File: config.mk
export PLATFORM = sky130hd
export DESIGN_NAME = bus_mux_pipe_flat
export DESIGN_NICKNAME = d
export VERILOG_FILES = /design/src/rtl/bus_mux_pipe_if.sv /design/src/rtl/bus_mux_pipe.sv /design/src/flat_wrapper.sv
export SDC_FILE = /design/constraint.sdc
export NUM_CORES = 1
export LEC_CHECK = 0
export ABC_CLOCK_PERIOD_IN_PS = 2200
export BUFFER_PORTS_ARGS = -buffer_cell sky130_fd_sc_hd__buf_2
export CAP_MARGIN = 10
export CORE_ASPECT_RATIO = 0.75
export CORE_MARGIN = 5
export CORE_UTILIZATION = 35
export CTS_BUF_LIST = sky130_fd_sc_hd__clkbuf_4 sky130_fd_sc_hd__clkbuf_8
export DETAILED_ROUTE_END_ITERATION = 6
export GPL_TIMING_DRIVEN = 0
export PLACE_DENSITY = 0.62
export SETUP_SLACK_MARGIN = 0.5
export SLEW_MARGIN = 30
export SYNTH_ARGS = -nofsm -noshare
export SYNTH_HDL_FRONTEND = slang
export SYNTH_SLANG_ARGS = --single-unit
File: constraint.sdc
create_clock -name clk -period 2.2 [get_ports clk]
set_clock_uncertainty 0.2 [all_clocks]
set_input_delay 0.22 -clock clk [delete_from_list [all_inputs] [get_ports clk]]
set_output_delay 0.22 -clock clk [all_outputs]
set_load 0.02 [all_outputs]
File: src/rtl/bus_mux_pipe_if.sv
// rtl/bus_mux_pipe_if.sv - valid/ready port bundle for the registered channel multiplexer
interface bus_mux_pipe_if #(
  parameter int WORD_SIZE = 16,
  parameter int NUM_CH    = 9,
  parameter int SEL_SIZE  = 4,
  parameter int ERR_CNT_W = 8
);
  logic [NUM_CH*WORD_SIZE-1:0] data_in;
  logic [SEL_SIZE-1:0]         sel;
  logic                        in_valid;
  logic                        in_ready;
  logic [WORD_SIZE-1:0]        mux_out;
  logic                        out_valid;
  logic                        out_ready;
  logic                        out_err;
  logic                        sel_err;
  logic [ERR_CNT_W-1:0]        err_count;

  modport master (
    output data_in, sel, in_valid, out_ready,
    input  in_ready, mux_out, out_valid, out_err, sel_err, err_count
  );

  modport slave (
    input  data_in, sel, in_valid, out_ready,
    output in_ready, mux_out, out_valid, out_err, sel_err, err_count
  );
endinterface

File: src/rtl/bus_mux_pipe.sv
// rtl/bus_mux_pipe.sv - N-channel word mux behind a two-entry (output + skid) elastic stage
// Optional BUS_MUX_HOLD_LAST_EN: out-of-range selects reuse the last in-range word instead of 0.
module bus_mux_pipe #(
  parameter int WORD_SIZE = 16,
  parameter int NUM_CH    = 9,
  parameter int SEL_SIZE  = 4,
  parameter int ERR_CNT_W = 8
) (
  input  logic clk,
  input  logic rst,
  bus_mux_pipe_if.slave bus
);

  typedef enum logic [1:0] {S_EMPTY, S_HALF, S_FULL} state_t;

  state_t                 r_state;
  logic [WORD_SIZE-1:0]   r_out_word;
  logic                   r_out_err;
  logic [WORD_SIZE-1:0]   r_skid_word;
  logic                   r_skid_err;
  logic                   r_sel_err;
  logic [ERR_CNT_W-1:0]   r_err_count;

  logic                   w_in_range;
  logic                   w_accept;
  logic                   w_take;
  logic                   w_out_valid;
  logic [WORD_SIZE-1:0]   w_chan;
  logic [WORD_SIZE-1:0]   w_word;

  assign w_in_range  = (32'(bus.sel) < 32'(NUM_CH));
  assign w_out_valid = (r_state != S_EMPTY);
  // in_ready is a pure function of state and rst so out_ready never reaches upstream.
  assign bus.in_ready = !rst && (r_state != S_FULL);
  assign w_accept    = bus.in_valid && bus.in_ready;
  assign w_take      = w_out_valid && bus.out_ready;

  always_comb begin
    w_chan = '0;
    for (int k = 0; k < NUM_CH; k++) begin
      if (32'(bus.sel) == k) w_chan = bus.data_in[k*WORD_SIZE +: WORD_SIZE];
    end
  end

`ifdef BUS_MUX_HOLD_LAST_EN
  logic [WORD_SIZE-1:0] r_last_good;

  always_ff @(posedge clk) begin
    if (rst) r_last_good <= '0;
    else if (w_accept && w_in_range) r_last_good <= w_chan;
  end

  assign w_word = w_in_range ? w_chan : r_last_good;
`else
  assign w_word = w_in_range ? w_chan : '0;
`endif

  always_ff @(posedge clk) begin
    if (rst) begin
      r_state     <= S_EMPTY;
      r_out_word  <= '0;
      r_out_err   <= 1'b0;
      r_skid_word <= '0;
      r_skid_err  <= 1'b0;
      r_sel_err   <= 1'b0;
      r_err_count <= '0;
    end else begin
      r_sel_err <= w_accept && !w_in_range;
      if (w_accept && !w_in_range && (r_err_count != '1))
        r_err_count <= r_err_count + ERR_CNT_W'(1);

      case (r_state)
        S_EMPTY: begin
          if (w_accept) begin
            r_out_word <= w_word;
            r_out_err  <= !w_in_range;
            r_state    <= S_HALF;
          end
        end
        S_HALF: begin
          if (w_accept && w_take) begin
            r_out_word <= w_word;
            r_out_err  <= !w_in_range;
          end else if (w_accept) begin
            r_skid_word <= w_word;
            r_skid_err  <= !w_in_range;
            r_state     <= S_FULL;
          end else if (w_take) begin
            r_state <= S_EMPTY;
          end
        end
        S_FULL: begin
          // The skid word moves up before anything new can enter, keeping order.
          if (w_take) begin
            r_out_word <= r_skid_word;
            r_out_err  <= r_skid_err;
            r_state    <= S_HALF;
          end
        end
        default: r_state <= S_EMPTY;
      endcase
    end
  end

  assign bus.mux_out   = r_out_word;
  assign bus.out_err   = r_out_err;
  assign bus.out_valid = w_out_valid;
  assign bus.sel_err   = r_sel_err;
  assign bus.err_count = r_err_count;

endmodule

File: src/flat_wrapper.sv
// flat-port wrapper written by rule: the top's interface ports become plain ports
module bus_mux_pipe_flat 
#(
  parameter int WORD_SIZE = 16,
  parameter int NUM_CH    = 9,
  parameter int SEL_SIZE  = 4,
  parameter int ERR_CNT_W = 8
)
  (clk, rst, bus_data_in, bus_sel, bus_in_valid, bus_out_ready, bus_in_ready, bus_mux_out, bus_out_valid, bus_out_err, bus_sel_err, bus_err_count);
  bus_mux_pipe_if #(.WORD_SIZE(WORD_SIZE), .NUM_CH(NUM_CH), .SEL_SIZE(SEL_SIZE), .ERR_CNT_W(ERR_CNT_W)) bus_i ();
  input  logic clk;
  input  logic rst;
  input wire logic [$bits(bus_i.data_in)-1:0] bus_data_in;
  input wire logic [$bits(bus_i.sel)-1:0] bus_sel;
  input wire logic [$bits(bus_i.in_valid)-1:0] bus_in_valid;
  input wire logic [$bits(bus_i.out_ready)-1:0] bus_out_ready;
  output wire logic [$bits(bus_i.in_ready)-1:0] bus_in_ready;
  output wire logic [$bits(bus_i.mux_out)-1:0] bus_mux_out;
  output wire logic [$bits(bus_i.out_valid)-1:0] bus_out_valid;
  output wire logic [$bits(bus_i.out_err)-1:0] bus_out_err;
  output wire logic [$bits(bus_i.sel_err)-1:0] bus_sel_err;
  output wire logic [$bits(bus_i.err_count)-1:0] bus_err_count;
  assign bus_i.data_in = bus_data_in;
  assign bus_i.sel = bus_sel;
  assign bus_i.in_valid = bus_in_valid;
  assign bus_i.out_ready = bus_out_ready;
  assign bus_in_ready = bus_i.in_ready;
  assign bus_mux_out = bus_i.mux_out;
  assign bus_out_valid = bus_i.out_valid;
  assign bus_out_err = bus_i.out_err;
  assign bus_sel_err = bus_i.sel_err;
  assign bus_err_count = bus_i.err_count;
  bus_mux_pipe #(.WORD_SIZE(WORD_SIZE), .NUM_CH(NUM_CH), .SEL_SIZE(SEL_SIZE), .ERR_CNT_W(ERR_CNT_W)) u_core (.clk(clk), .rst(rst), .bus(bus_i));
endmodule
==> impl_metrics.ini, run 1 <==
[place]
gp_routability_congestion = 0.9336
io_buffer_count = 177
dpl_cell_area_um2 = 4842
place.detailed.hpwl_um = 11910

[yosys]
synth_nets = 613
ys_ff_latch = 45
synth_warnings = 0
synthCells = 460
avgSynthCellArea_um2 = 8.027
ys.flop_type = dfxtp_1
yosysSeqAreaShare = 0.2440
synth_area_um2 = 3692
synth_edf_count = 0
async_flop_share = 0
ys_types = 55

[worst_setup_path]
crit_buf_inv = 2
worstSetupPathType = in -> reg
required_ps = 2220
r2r_end = u_core.bus.mux_out[7]
cp-startpoint = bus_sel[1]
regToRegSetupSlack_ps = 540
cpPeakStageDelay_ps = 500
crit_slowest_cell = or4b_1
cp-start-kind = input port
cp-end-kind = flop
reg2reg_from = u_core.r_state[1]
reg2regPathDepth = 5
crit_path_end = u_core.bus.mux_out[6]
cp_cell_sequence = buf_12 -> buf_6 -> or4b_1 -> a31oi_1 -> o22ai_1 -> a211o_1 -> a311oi_2
critical_path.top_delay_family = compound AO/OA/AOI/OAI gates
cp.arrival_ps = 1840
path_max_fanout = 7
cp_num_cells = 7

[cts]
cts_max_level = 2
cts_tree = built
cts_root_buf = clkbuf_8
clock_sinks = 45
cts_buffers = 5
clock_path_buffers = 2
cts.clk_slew.worst_paths_ps = 90
insertion_delay_ps = 310

[cells_and_area]
drive_gt1_frac = 0.4963
nNetsFinal = 823
fillers = 934
finish.instance_area_um2 = 5715
area_delta_synth_final_pct = 54.79
diodes = 0
final_util = 0.5554

[sta]
report.final.hold_viol_count = 0
rsz0062_at_grt = true
slew_violations = 0
max_clock_freq_mhz = 548.3
hold_ws_ps = 72.54
relSlewSlack = 0.5931
timing.final.crit_share = 0.8290
fin_setup_tns_ps = 0
worstMarginPinSlew_ps = 610.4
period_needed_ps = 1824
setup_viol = 0

[power]
p_leak_uw = 0.002552
powerDensity_nw_per_um2 = 411.8
finalPower_uw = 2354
ir_drop_uv = 261.1

[floorplan]
die_y_um = 98.95
coreArea_um2 = 10290
io_pins = 180
start_util = 0.3588
rows = 32
dieArea_um2 = 12730
die-width_um = 128.6

[routing]
wirelength_um = 15490
ant_nets = 0
drt_first_iter_violations = 261
dr_wl_met2_um = 7120
drt_first_pass_iters = 5
wl_met1_um = 7050
dr.max_layer_used = met4
wl_per_cell_um = 19.20
met3RoutedLength_um = 1097
via_count = 4616
remaining_drc_errors = 0
viasPerCell = 5.720

[global_routing]
antenna_found_initial = 0
overflow = 0
grt_max_degree = 15
grt_use_total = 0.2254
grt_pass1_wl_um = 23140
grt_pass1_vias = 4538

[worst_hold_path]
min_path_type = in -> reg

[run_status]
outcome = complete, no violations

[run]
drv_cap = 0
[sequential cells by signal, indices dropped and copies added (netlist names)]
| signal | flops |
|---|---|
| u_core.r_state | 2 |
| u_core.bus.err_count | 8 |
| u_core.bus.out_err | 1 |
| u_core.bus.mux_out | 16 |
| u_core.bus.sel_err | 1 |
| u_core.r_skid_err | 1 |
| u_core.r_skid_word | 16 |
[synthesized netlist by cell type (all sizes together), types with 6 or more instances]
cell	count	area share
nor2b	22	0.037
buf	21	0.034
a21boi	13	0.026
a31oi	12	0.020
or4b	11	0.030
nand2	27	0.027
mux2i	29	0.079
nand2b	12	0.020
dfxtp	45	0.24
a21oi	40	0.054
a211o	13	0.031
nor2	34	0.035
xnor2	6	0.014
nand4bb	7	0.021
a21o	14	0.028
nor3b	16	0.033
clkbuf	26	0.026
a311oi	13	0.049
o22ai	25	0.042
nand3	8	0.011
o21ai	13	0.018
[where the power goes]
part           internal [uW]  switching, uW  leakage [uW]  total (uW)
registers                846           22.9      0.000368         869
clock network            354            303     0.0000588         657
logic                    401            427       0.00212         828
[worst min path at each step]
stage	slack [ps]	startpoint	endpoint	cells past startpoint
after floorplan	100	bus_out_ready	u_core.r_state[1]	1
after global placement	250	bus_out_ready	u_core.r_state[1]	2
after detailed placement	260	bus_out_ready	u_core.r_state[1]	2
after CTS	70	bus_data_in[115]	u_core.r_skid_word[3]	4
after global routing	100	bus_data_in[115]	u_core.r_skid_word[3]	4
final	70	bus_data_in[115]	u_core.r_skid_word[3]	4
[routing by layer]
metal / GRT usage / up-vias
li1: - / 2160
met1: 0.3247 / 2251
met2: 0.3565 / 183
met3: 0.03575 / 22
met4: 0.04439 / 0
met5: 0 / -
[cell usage in the layout, fill, tap and decap left out, types with 8 or more instances in the layout]
cell type	count
a211o_1	13
a21boi_0	13
a21o_1	14
a21oi_1	35
a311oi_2	11
buf_2	181
buf_4	26
buf_6	15
clkbuf_4	9
dfxtp_1	41
mux2i_1	29
nand2_1	27
nand2b_1	10
nand3_1	8
nor2_1	30
nor2b_1	19
nor3b_1	15
o21ai_0	11
o22ai_1	8
o22ai_2	17
[kinds of logic (layout without fill, tap and decap cells)]
kind of cell | count (synthesis) | count (layout) | synth area share
AOI/OAI and AO/OA | 159 | 159 | 0.3070
muxes | 32 | 32 | 0.08777
xor gates and xnor gates | 6 | 6 | 0.01423
adders and majority gates | 1 | 1 | 0.003388
DFF | 45 | 45 | 0.2440
and+or+nand+nor | 165 | 165 | 0.2779
buffers and inverters | 52 | 263 | 0.06574
[layout make-up]
class                           count  area (um^2)  share of cell area
Buffer                             47        420.4             0.07356
Clock buffer                        6        76.32             0.01335
Clock inverter                      2        38.79            0.006786
Inverter                            5        22.52            0.003940
Multi-Input combinational cell    363         2935              0.5136
Sequential cell                    45        910.9              0.1594
Tap cell                          136        170.2             0.02977
Timing Repair Buffer              203         1141              0.1996
[stage by stage]
| step | setup slack [ps] | cells |
|---|---|---|
| floorplan | 286.5 | 460 |
| global placement | -276.5 | 773 |
| detailed placement | -300.9 | 773 |
| CTS | 361.4 | 791 |
| global route | 340.4 | 807 |
| finish | 376.3 | 807 |
[repair_timing]
item / 4_1_cts / 5_1_grt
resized for setup: 80 / 72
buffers inserted: 8 / 15
endpoints found under the hold margin: 1 / 0
hold buffers: 1 / 0
cloned: 1 / 1
endpoints found under the setup margin: 41 / 37
pin swaps: 28 / 25
[worst reg2reg max path, cell delays in order (launching register included)]
cell	delay (ps)
dfxtp_4	380
nor2b_4	140
buf_8	120
buf_4	170
a211o_1	310
a311oi_2	260
No activity file was read; power rests on OpenSTA's default activity.
==> run 2: changes to the inputs <==
--- a/config.mk
+++ b/config.mk
@@ -5,7 +5,7 @@
 export SDC_FILE = /design/constraint.sdc
 export NUM_CORES = 1
 export LEC_CHECK = 0
-export ABC_CLOCK_PERIOD_IN_PS = 2200
+export ABC_CLOCK_PERIOD_IN_PS = 1600
 export BUFFER_PORTS_ARGS = -buffer_cell sky130_fd_sc_hd__buf_2
 export CAP_MARGIN = 10
 export CORE_ASPECT_RATIO = 0.75
@@ -14,7 +14,7 @@
 export CTS_BUF_LIST = sky130_fd_sc_hd__clkbuf_4 sky130_fd_sc_hd__clkbuf_8
 export DETAILED_ROUTE_END_ITERATION = 6
 export GPL_TIMING_DRIVEN = 0
-export PLACE_DENSITY = 0.62
+export PLACE_DENSITY = 0.64
 export SETUP_SLACK_MARGIN = 0.5
 export SLEW_MARGIN = 30
 export SYNTH_ARGS = -nofsm -noshare
==> constraint.sdc (replaced) <==
create_clock -name clk -period 1.6 [get_ports clk]
set_clock_uncertainty 0.2 [all_clocks]
set_input_delay 0.16 -clock clk [delete_from_list [all_inputs] [get_ports clk]]
set_output_delay 0.16 -clock clk [all_outputs]
set_load 0.02 [all_outputs]
==> run 2 against run 1 <==
The flow now finishes with violations (setup timing). Power rose by 49%. Sequential share of layout area fell by 1.1 points. Cell area rose by 12%. Critical path depth did not move. Flip-flop and latch count did not move. Worst hold slack got worse by 57 ps. Via count rose by 4.2%. Sequential power rose by 39%. Routed wire length rose by 8.4%. Global-route usage rose by 1.1 points. Count of clock-buffer cells in the layout fell by 1. Cell count rose by 2.6%. Critical path type unchanged.
==> impl_metrics.ini, run 2 (synthesis results as in run 1) <==
[power]
clkPwrFrac = 0.295
switching_power_uw = 1076
p_leak_uw = 0.002777
ir_drop_uv = 520.4
switching_share = 0.3069
intPower_uw = 2430
finalPower_uw = 3506
comb_power_share = 0.360
powerDensity_nw_per_um2 = 547.1
power_frac_seq = 0.344

[sta]
fin_setup_tns_ps = -2632
relSlewSlack = 0.3644
report.final.hold_viol_count = 0
timing.final.crit_share = 1.124
max_clock_freq_mhz = 556.0
rsz0062_at_grt = true
timing.final.ws_setup_ps = -198.6
period_needed_ps = 1799
slew_violations = 0
setup_viol = 32
worstMarginPinSlew_ps = 953.5

[worst_setup_path]
crit_slowest_cell = or4b_4
cp-end-kind = flop
cp_cell_sequence = buf_12 -> buf_8 -> or4b_4 -> a31oi_2 -> o22ai_2 -> a211o_1 -> a311oi_2
cp-start-kind = input port
worstSetupPathType = in -> reg
cp.arrival_ps = 1810
critical_path.top_delay_family = compound AO/OA/AOI/OAI gates
required_ps = 1610
cpPeakStageDelay_ps = 520
path_max_fanout = 7
crit_buf_inv = 2

[cells_and_area]
diodes = 0
layout_commonest_cell = buf_2
layout_common_cells = 153 x buf_2, 49 x buf_6, 37 x a21oi_1, 33 x buf_4, 29 x nor2_1
drive_gt1_frac = 0.5737
fillers = 887
area_delta_synth_final_pct = 73.53
nNetsFinal = 844

[routing]
drt_first_iter_violations = 313
remaining_drc_errors = 0
via_count = 4809
wl_per_cell_um = 20.29
drt_first_pass_iters = 5
ant_nets = 0
viasPerCell = 5.808
wirelength_um = 16800

[floorplan]
io_pins = 180
die_y_um = 98.95
start_util = 0.3588
coreArea_um2 = 10290
die-width_um = 128.6
rows = 32
dieArea_um2 = 12730

[cts]
cts.clk_slew.worst_paths_ps = 90
clock_path_buffers = 2
cts_buffers = 5
clock_sinks = 45
cts_tree = built
cts_root_buf = clkbuf_8
insertion_delay_ps = 300
cts_max_level = 2

[global_routing]
grt_pass1_vias = 4709
overflow = 0
antenna_found_initial = 0
grt_pass1_wl_um = 24230
grt_max_degree = 15
grt_use_total = 0.2368

[place]
place.detailed.hpwl_um = 11840
io_buffer_count = 177
gp_routability_congestion = 0.9311

[run_status]
outcome = finished, violations left
violations = setup timing

[worst_hold_path]
min_path_type = in -> reg

[run]
drv_cap = 0
## run 2: what timing repair did
action | 4_1_cts | 5_1_grt
setup endpoints to repair | 73 | 73
buffers inserted | 23 | 18
cloned | 2 | 3
pin swaps | 34 | 47
hold buffers | 1 | 0
resized for setup | 176 | 71
endpoints found under the hold margin | 1 | 0
## run 2: worst paths after layout
path,slack [ps],start,to,cells after the start
hold reg to reg,290,u_core.r_skid_word[14],u_core.bus.mux_out[14],2
hold / removal,20,bus_data_in[115],u_core.r_skid_word[3],4
setup reg to reg,-110,u_core.r_state[1],u_core.r_skid_word[15],6
setup / recovery,-200,bus_sel[1],u_core.bus.mux_out[7],7
## run 2: layout make-up
| type | count | area [um^2] | share of cell area |
|---|---|---|---|
| clock inverter | 3 | 65.06 | 0.01015 |
| inverter | 5 | 18.77 | 0.002929 |
| multi-input combinational | 363 | 3100 | 0.4839 |
| tap | 136 | 170.2 | 0.02656 |
| buffer | 47 | 493.0 | 0.07694 |
| timing repair buffer | 224 | 1538 | 0.2400 |
| sequential | 45 | 953.4 | 0.1488 |
| clock buffer | 5 | 68.82 | 0.01074 |
## run 2: per-layer routing
metal | vias up | global-route usage | share of wire
li1 | 2210 | - | -
met2 | 246 | 0.3838 | 0.47
met4 | 0 | 0.05408 | 0.020
met5 | - | 0 | 0
met1 | 2327 | 0.3205 | 0.42
met3 | 26 | 0.05471 | 0.084
## run 2: worst min-delay path, cell delays in order
cell     delay (ps)
buf_2            80
a21oi_1          80
nand3_1          70
a21o_1          100
## run 2: power by group through the flow
stage / Sequential [uW] / Combinational (uW) / Clock [uW]
5_1_grt: 1210 / 1340 / 1090
6_report: 1210 / 1260 / 1040
3_5_place_dp: 1220 / 949 / 0
2_1_floorplan: 1260 / 529 / 0
4_1_cts: 1210 / 1130 / 1040
3_3_place_gp: 1220 / 931 / 0
## run 2: stage by stage
| stage | utilization | instances | setup slack, ps | cell area (um^2) | hold WS [ps] |
|---|---|---|---|---|---|
| after floorplan | - | 460 | -253.5 | 3939 | 27.08 |
| after global placement | 0.4854 | 773 | -794.5 | 4995 | 187.0 |
| after detailed placement | 0.4854 | 773 | -882.4 | 4995 | 194.7 |
| after CTS | 0.5772 | 807 | -197.7 | 5939 | 13.42 |
| after global routing | 0.6227 | 828 | -249.6 | 6407 | 21.77 |
| final | 0.6227 | 828 | -198.6 | 6407 | 15.27 |
==> run 3: changes to the inputs <==
--- a/config.mk
+++ b/config.mk
@@ -5,6 +5,7 @@
 export SDC_FILE = /design/constraint.sdc
 export NUM_CORES = 1
 export LEC_CHECK = 0
+export ABC_AREA = 1
 export ABC_CLOCK_PERIOD_IN_PS = 1600
 export BUFFER_PORTS_ARGS = -buffer_cell sky130_fd_sc_hd__buf_2
 export CAP_MARGIN = 10
@@ -14,7 +15,7 @@
 export CTS_BUF_LIST = sky130_fd_sc_hd__clkbuf_4 sky130_fd_sc_hd__clkbuf_8
 export DETAILED_ROUTE_END_ITERATION = 6
 export GPL_TIMING_DRIVEN = 0
-export PLACE_DENSITY = 0.64
+export PLACE_DENSITY = 0.65
 export SETUP_SLACK_MARGIN = 0.5
 export SLEW_MARGIN = 30
 export SYNTH_ARGS = -nofsm -noshare
==> run 3 against run 2 <==
The flow finishes with violations (hold timing, setup timing). Die area fell by 7.6%. First-iteration DRC count rose by 14%. Synthesized cell count rose by 20%. Sequential share of layout area rose by 1.3 points. Setup slack improved by 120 ps. Core utilization fell by 0.36 points. Sequential power fell by 3%. Non-clock buffer count rose by 9. Power fell by 16%. Cell count rose by 13%. Routed wire length fell by 5.4%. Critical endpoint is now u_core.bus.mux_out[14]. Largest cell class unchanged.
==> impl_metrics.ini, run 3 <==
[run_status]
outcome = finished, violations left
violations = hold timing, setup timing

[worst_setup_path]
worstSetupPathType = reg -> reg
cp_cell_sequence = inv_2 -> nand2_4 -> buf_6 -> inv_8 -> o22ai_4 -> buf_6 -> buf_6 -> nand2_1 -> a21oi_1
path_max_fanout = 5
crit_top_cell = buf_6
cpPeakStageDelay_ps = 340
cp-end-kind = flop
required_ps = 1640
cp.arrival_ps = 1720
cp-start-kind = flop
crit_slowest_cell = dfxtp_2

[yosys]
yosysMostFrequentCell = nand2_1
synthCells = 550
synth_warnings = 0
ys_ff_latch = 45
ys.flop_type = dfxtp_1
synthTopCellsByArea = dfxtp_1 27%, nand2_1 14%, nand3_1 13%
synth_edf_count = 0
synth_top_area_share = 0.2663
synth_area_um2 = 3383
yosys-top-cells-count = 128 x nand2_1, 87 x nand3_1, 70 x nor2_1
yosysSeqAreaShare = 0.2663
async_flop_share = 0
synth_nets = 703
ys_types = 32
avgSynthCellArea_um2 = 6.151
synth_area_leader_cell = dfxtp_1

[power]
ir_drop_uv = 274.9
power_frac_seq = 0.396
switching_share = 0.3296
switching_power_uw = 973.7
comb_power_share = 0.326
clkPwrFrac = 0.278
p_leak_uw = 0.002914
powerDensity_nw_per_um2 = 500.1
intPower_uw = 1980

[place]
gp_routability_congestion = 0.9273
place.detailed.hpwl_um = 10900
io_buffer_count = 179
dp.cells = 861

[global_routing]
antenna_found_initial = 0
grt_use_total = 0.2448
overflow = 0
grt_pass1_wl_um = 22770
grt_pass1_vias = 4741
grt_max_degree = 14

[cells_and_area]
diodes = 0
fin_cells = 938
area_delta_synth_final_pct = 74.59
layout_common_cells = 155 x buf_2, 110 x nand2_1, 85 x nand3_1, 60 x buf_6, 51 x nor2_1
nNetsFinal = 958
drive_gt1_frac = 0.5558
final_util = 0.6191
layout_commonest_cell = buf_2

[sta]
period_needed_ps = 1681
relSlewSlack = 0.5461
timing.final.ws_setup_ps = -80.81
rsz0062_at_grt = true
worstMarginPinSlew_ps = 680.9
report.final.hold_viol_count = 1
hold_ws_ps = -5.155
max_clock_freq_mhz = 595.0
fin_setup_tns_ps = -1160
slew_violations = 0
timing.final.crit_share = 1.051
setup_viol = 24

[cts]
cts_buffers = 5
cts_tree = built
cts.clk_slew.worst_paths_ps = 90
clock_path_buffers = 2
cts_root_buf = clkbuf_8
insertion_delay_ps = 310
cts_max_level = 2
clock_sinks = 45

[routing]
remaining_drc_errors = 0
ant_nets = 0
drt_first_iter_violations = 358
via_count = 4903
wl_per_cell_um = 16.95
wirelength_um = 15900
viasPerCell = 5.227
drt_first_pass_iters = 5

[worst_hold_path]
min_path_type = in -> reg

[floorplan]
dieArea_um2 = 11750
die_y_um = 95.15
coreArea_um2 = 9542
io_pins = 180
rows = 31
die-width_um = 123.5
start_util = 0.3546

[run]
drv_cap = 0
run 3: cell types whose count changed after synthesis, moves of 16 or more:
cell,delta
mux2i_1,-29
clkbuf_1,-21
nor2_1,+36
nor2b_1,-22
inv_1,+45
nor3b_1,-16
nand2_1,+101
nand3_1,+79
nand4_1,+28
o22ai_1,-25
run 3: worst paths after layout:
path,start,to,slack (ps),cells past startpoint
setup / recovery,u_core.r_state[0],u_core.bus.mux_out[14],-80,9
hold / removal,bus_out_ready,u_core.r_state[0],-5,4
setup reg to reg,u_core.r_state[0],u_core.bus.mux_out[14],-80,9
hold reg to reg,u_core.bus.mux_out[2],u_core.bus.mux_out[2],280,2
run 3: metrics by stage:
stage,worst slack [ps],instance area [um^2],power [uW]
6_report,-80.81,5907,2954
5_1_grt,-151.2,5907,3094
4_1_cts,-49.94,5404,2828
3_5_place_dp,-487.4,4531,1913
3_3_place_gp,-468.4,4531,1903
2_1_floorplan,7.701,3470,1577
run 3: cell type report:
| cell class | count | area, um^2 |
|---|---|---|
| Fill cell | 887 | 3635 |
| Multi-Input combinational cell | 421 | 2465 |
| Timing Repair Buffer | 248 | 1742 |
| Sequential cell | 45 | 955.9 |
| Buffer | 32 | 267.8 |
| Inverter | 52 | 210.2 |
| Tap cell | 132 | 165.2 |
| Clock buffer | 7 | 96.34 |
| Clock inverter | 1 | 5.005 |
run 3: power by group through the flow:
stage                     Combinational, uW  Clock [uW]  Sequential (uW)
after global placement                  711           0             1190
after CTS                               846         812             1170
after global routing                   1040         877             1170
after floorplan                         358           0             1220
after detailed placement                720           0             1190
final                                   962         822             1170
run 3: timing repair:
item                                    in CTS  in global routing
pin swaps                                   38                 43
endpoints found under the hold margin        4                  0
gates resized for setup                    153                102
cloned                                       3                  2
endpoints found under the setup margin      72                 72
hold buffers                                 1                  0
setup buffers                               38                 25
run 3: critical path: cells and delay by family, from the launching register on:
| family | cells | cell delay, ps |
|---|---|---|
| AND/OR/NAND/NOR | 2 | 160 |
| buffers and inverters | 5 | 550 |
| flip-flops | 1 | 340 |
| AO/OA/AOI/OAI | 2 | 360 |
run 3: logic make-up after synthesis:
logic type,share of synthesized area
buffers and inverters,0.1213
adder cells (fa/ha/maj),0.003698
AND/OR/NAND/NOR,0.4922
flip-flops,0.2663
AO/OA/AOI/OAI,0.1165
run 3: metal layers:
metal  up-vias  wire length, um  global-route usage
met2       252             7528              0.4039
met3        46             1127             0.03796
met1      2282             6776              0.3355
met5         -                0                   0
met4         0              465             0.06083
li1       2323                -                   -
